--- config.mk ---
export PLATFORM = sky130hd
export DESIGN_NAME = radix4_booth_seq_mul
export DESIGN_NICKNAME = d
export VERILOG_FILES = /design/src/rtl/radix4_booth_seq_mul.sv
export SDC_FILE = /design/constraint.sdc
export NUM_CORES = 1
export LEC_CHECK = 0
export CAP_MARGIN = 15
export CORE_MARGIN = 3
export CORE_UTILIZATION = 50
export DETAILED_ROUTE_END_ITERATION = 8
export GPL_TIMING_DRIVEN = 0
export PLACE_DENSITY = 0.71
export SLEW_MARGIN = 10
export SYNTH_ARGS = -nofsm -noshare
export SYNTH_HDL_FRONTEND = slang
export SYNTH_SLANG_ARGS = --single-unit
--- constraint.sdc ---
create_clock -name clk -period 4.9 [get_ports clk]
set_input_delay 0.735 -clock clk [delete_from_list [all_inputs] [get_ports clk]]
set_output_delay 0.735 -clock clk [all_outputs]
set_load 0.02 [all_outputs]
--- src/rtl/radix4_booth_seq_mul.sv ---
// Iterative radix-4 Booth multiplier: one Booth digit per clock into a registered
// accumulator, with valid/ready handshakes on operand input and product output.
module radix4_booth_seq_mul #(
  parameter int unsigned WIDTH = 8
) (
  input  logic                 clk,
  input  logic                 rst_n,
  input  logic                 in_valid,
  output logic                 in_ready,
  input  logic [WIDTH-1:0]     a,
  input  logic [WIDTH-1:0]     b,
  input  logic                 is_signed,
  output logic                 out_valid,
  input  logic                 out_ready,
  output logic [2*WIDTH-1:0]   product
);

  localparam int unsigned W2     = WIDTH + 2;
  localparam int unsigned ACC_W  = 2 * W2;
  localparam int unsigned PROD_W = 2 * WIDTH;
  localparam int unsigned DIGITS = W2 / 2;
  localparam int unsigned CNT_W  = (DIGITS > 2) ? $clog2(DIGITS) : 1;
  localparam logic [CNT_W-1:0] LAST_DIGIT = CNT_W'(DIGITS - 1);

  typedef enum logic [1:0] {
    ST_IDLE = 2'd0,
    ST_BUSY = 2'd1,
    ST_DONE = 2'd2
  } state_e;

  state_e              state_q, state_d;
  logic [W2-1:0]       a_q, a_d;
  logic [W2-1:0]       b_q, b_d;
  logic                bm1_q, bm1_d;
  logic [ACC_W-1:0]    acc_q, acc_d;
  logic [CNT_W-1:0]    cnt_q, cnt_d;
  logic [PROD_W-1:0]   product_q, product_d;
  logic                in_ready_q, in_ready_d;
  logic                out_valid_q, out_valid_d;

  logic [W2-1:0]       a_in_ext;
  logic [W2-1:0]       b_in_ext;
  logic [ACC_W-1:0]    a_wide;
  logic [ACC_W-1:0]    pp;
  logic [ACC_W-1:0]    acc_sum;

  // Operand extension to W2 bits; the extra two bits make unsigned operands
  // behave as positive signed values for Booth recoding.
  always_comb begin
    a_in_ext = is_signed ? {{2{a[WIDTH-1]}}, a} : {2'b00, a};
    b_in_ext = is_signed ? {{2{b[WIDTH-1]}}, b} : {2'b00, b};
  end

  // B is shifted right two bits per digit, so the live triplet is always at the bottom.
  always_comb begin
    a_wide = {{W2{a_q[W2-1]}}, a_q};
    case ({b_q[1:0], bm1_q})
      3'b001, 3'b010: pp = a_wide;
      3'b011:         pp = a_wide << 1;
      3'b100:         pp = -(a_wide << 1);
      3'b101, 3'b110: pp = -a_wide;
      default:        pp = '0;
    endcase
    acc_sum = acc_q + (pp << {cnt_q, 1'b0});
  end

  // Next-state and datapath control
  always_comb begin
    state_d   = state_q;
    a_d       = a_q;
    b_d       = b_q;
    bm1_d     = bm1_q;
    acc_d     = acc_q;
    cnt_d     = cnt_q;
    product_d = product_q;

    case (state_q)
      ST_IDLE: begin
        if (in_valid && in_ready_q) begin
          a_d     = a_in_ext;
          b_d     = b_in_ext;
          bm1_d   = 1'b0;
          acc_d   = '0;
          cnt_d   = '0;
          state_d = ST_BUSY;
        end
      end
      ST_BUSY: begin
        acc_d = acc_sum;
        b_d   = b_q >> 2;
        bm1_d = b_q[1];
        cnt_d = cnt_q + CNT_W'(1);
        if (cnt_q == LAST_DIGIT) begin
          cnt_d     = '0;
          product_d = acc_sum[PROD_W-1:0];
          state_d   = ST_DONE;
        end
      end
      ST_DONE: begin
        if (out_ready) begin
          state_d = ST_IDLE;
        end
      end
      default: state_d = ST_IDLE;
    endcase

    in_ready_d  = (state_d == ST_IDLE);
    out_valid_d = (state_d == ST_DONE);
  end

  always_ff @(posedge clk or negedge rst_n) begin
    if (!rst_n) begin
      state_q     <= ST_IDLE;
      a_q         <= '0;
      b_q         <= '0;
      bm1_q       <= 1'b0;
      acc_q       <= '0;
      cnt_q       <= '0;
      product_q   <= '0;
      in_ready_q  <= 1'b0;
      out_valid_q <= 1'b0;
    end else begin
      state_q     <= state_d;
      a_q         <= a_d;
      b_q         <= b_d;
      bm1_q       <= bm1_d;
      acc_q       <= acc_d;
      cnt_q       <= cnt_d;
      product_q   <= product_d;
      in_ready_q  <= in_ready_d;
      out_valid_q <= out_valid_d;
    end
  end

  assign in_ready  = in_ready_q;
  assign out_valid = out_valid_q;
  assign product   = product_q;

endmodule
==> summary.txt <==
Place
  – Post-Place Setup Slack: 684 ps
  – Area of placed instances: 4510 µm²
  – DP Cell Count: 626
  – I/O Buffers: 38
  – Post-DP HPWL: 8010 µm
  – Routability cong.: 0.967

Yosys
  – Synth Instances: 486
  – Seq/Total Area, Yosys: 0.362
  – Synth cell types: 60
  – Main flop type after synthesis: dfrtp_1
  – EDFF count, synth: 0
  – Post-Synthesis Net Count: 526
  – Mapped cell area: 4010 µm²
  – Synth warn: 0
  – Mean area per synthesized cell: 8.24 µm²
  – Share of synthesized flip-flops with an asynchronous set or reset: 1.00
  – Synthesized flop and latch total: 58

Global routing
  – Grt ovf: 0
  – Gr usage total: 0.251
  – Number of global-route vias before repair: 3588
  – Pin count of the biggest net entering global routing: 59
  – Antenna violations before repair: 0
  – First-pass GRT wire length: 17600 µm

Detailed routing
  – 1st-iter DRT viols: 300
  – DRT met1 WL: 5170 µm
  – Via count: 3717
  – DRC violations left: 0
  – Met2 WL: 4700 µm
  – Top Layer Used: met4
  – Vias/cell: 5.80
  – Pre-antenna DRT Iters: 5
  – Post-Route WL: 10800 µm
  – Routed Antenna Nets: 0
  – Met3 Wirelength: 641 µm
  – Wire length per cell: 16.8 µm

Final layout
  – Filler cell count in the final layout: 728
  – Final net count: 575
  – Highest-count cells in the layout ignoring fill and taps: nand2_1, dfrtp_1, o21ai_0
  – Non-filler cells in the finished layout: 641
  – Ratio of cells with drive above 1 in the final layout: 0.0612
  – Leading cell type in the layout, fill and taps excluded: nand2_1
  – Area delta synth->final: 17.7%
  – Final instance area: 4710 µm²
  – Antenna cells: 0

Worst setup path
  – Crit path from: a_q[0]
  – Critical path startpoint category: register
  – Reg2reg start: a_q[0]
  – CP Max Fanout: 7
  – Worst Setup End Kind: register
  – Data arrival, critical path: 4610 ps
  – CP Data Required Time: 5160 ps
  – Kind of critical path: register to register

Timing
  – Max-slew headroom: 0.458
  – Final min period: 4350 ps
  – Slew @ Worst Pin: 810 ps
  – Setup TNS: 0 ps
  – Unrepaired setup endpoints after global routing: false
  – Final cycle utilization of the critical path: 0.887
  – Max Clock Freq: 230 MHz
  – Post-route setup slack: 553 ps
  – Pins Over Slew Limit: 0
  – Final hold violations: 0
  – Final setup violation count: 0
  – Clock tree skew after final layout: 10.5 ps

Floorplanning
  – Row count: 32
  – Core footprint: 7770 µm²
  – Ports: 39
  – Die Width: 95.5 µm
  – Initial Util: 0.516
  – Chip height: 95.5 µm
  – Die area: 9120 µm²

Flow run
  – Max-Cap Viols: 0

CTS
  – CTS tree: done
  – Worst skew pair latency: 340 ps
  – CTS hold repair buffers: 0
  – Max clock buf depth: 2
  – PostCTS Resize Cnt: 0
  – CTS buffer count: 9
  – Clock Pin Slew Worst Setup and Hold Paths: 70 ps
  – CTS root buffer: clkbuf_8
  – Post-CTS Setup Bufs: 0
  – H-tree levels: 3
  – Clock sinks: 58

Min path
  – HP Class: input port to async pin

Run status
  – Outcome: finished, final reports clean
-- through the flow --
step,hold slack [ps],utilization
2_1_floorplan,439,-
4_1_cts,484,0.607
3_3_place_gp,463,0.581
5_1_grt,512,0.607
3_5_place_dp,469,0.581
6_report,468,0.607
-- cells by family (layout without fill, tap and decap cells) --
| kind of cell | Yosys count | after routing | share of synthesized area |
|---|---|---|---|
| muxes | 13 | 13 | 0.0350 |
| adders and majority gates | 19 | 19 | 0.0612 |
| and+or+nand+nor | 197 | 197 | 0.233 |
| xor gates and xnor gates | 19 | 19 | 0.0415 |
| DFF | 58 | 58 | 0.362 |
| AOI/OAI and AO/OA | 135 | 135 | 0.221 |
| buffers and inverters | 45 | 98 | 0.0456 |
-- registers in the layout, summed over array words and instances (netlist names) --
register,flops
a_q,9
acc_q,16
b_q,9
bm1_q,1
cnt_q,3
in_ready,1
out_valid,1
product,16
state_q,2
-- Yosys cell counts (all sizes together), types with 3 or more instances --
cell     n  share of area
nand2   86          0.081
dfrtp   58           0.36
o21ai   51          0.064
nor2    30          0.028
clkbuf  26          0.024
nand3   23          0.029
a21oi   18          0.022
ha      18          0.056
inv     11          0.010
nor3    11          0.014
xnor2   11          0.024
a21o     9          0.017
a31oi    9          0.014
mux2i    8          0.020
xor2     8          0.017
o31ai    7          0.013
and2     6         0.0094
buf      6         0.0091
nand2b   6         0.0094
mux2     5          0.015
nor2b    5         0.0078
or4      5         0.0094
and3     4         0.0062
nor3b    4         0.0075
nor4     4         0.0062
o31a     4         0.0087
a211oi   3         0.0056
a221oi   3         0.0066
a22oi    3         0.0056
o211ai   3         0.0056
o21a     3         0.0056
or3      3         0.0072
-- per-layer routing --
metal | up-vias | GRT usage
met3 | 16 | 0.0489
met1 | 1754 | 0.364
li1 | 1837 | -
met5 | - | 0
met2 | 110 | 0.371
met4 | 0 | 0.0912
-- area by class of cell --
type / count / area (µm²) / area share
multi-input combinational: 383 / 2370 / 0.503
clock buffer: 13 / 169 / 0.0358
inverter: 13 / 48.8 / 0.0104
sequential: 58 / 1450 / 0.308
tap: 102 / 128 / 0.0271
timing repair buffer: 38 / 378 / 0.0801
clock inverter: 2 / 35.0 / 0.00743
buffer: 32 / 134 / 0.0284
-- worst max-delay path, cell delays in order, from the launching register on --
cell,delay (ps)
dfrtp_1,450
inv_1,130
ha_1,240
nor2b_1,320
and3_1,310
xnor2_1,160
o221ai_1,220
mux2i_1,220
o21ai_0,100
and2_1,170
ha_1,390
nand4_1,120
a21oi_1,200
o21ai_0,220
o31a_1,380
or4_1,520
nand3_1,120
-- worst paths after layout --
check                                   end  slack (ps)  cells after the start
worst max-delay path            product[15]         550                     16
worst min-delay path                 a_q[7]         470                      1
worst max register to register  product[15]         550                     16
worst min register to register   product[7]         480                      2
max in group asynchronous          in_ready        3930                      1
min in group clk                 product[7]         480                      2
Power is not shown: default switching activity piles up to over one toggle a cycle in this logic, so the estimate is an artifact.
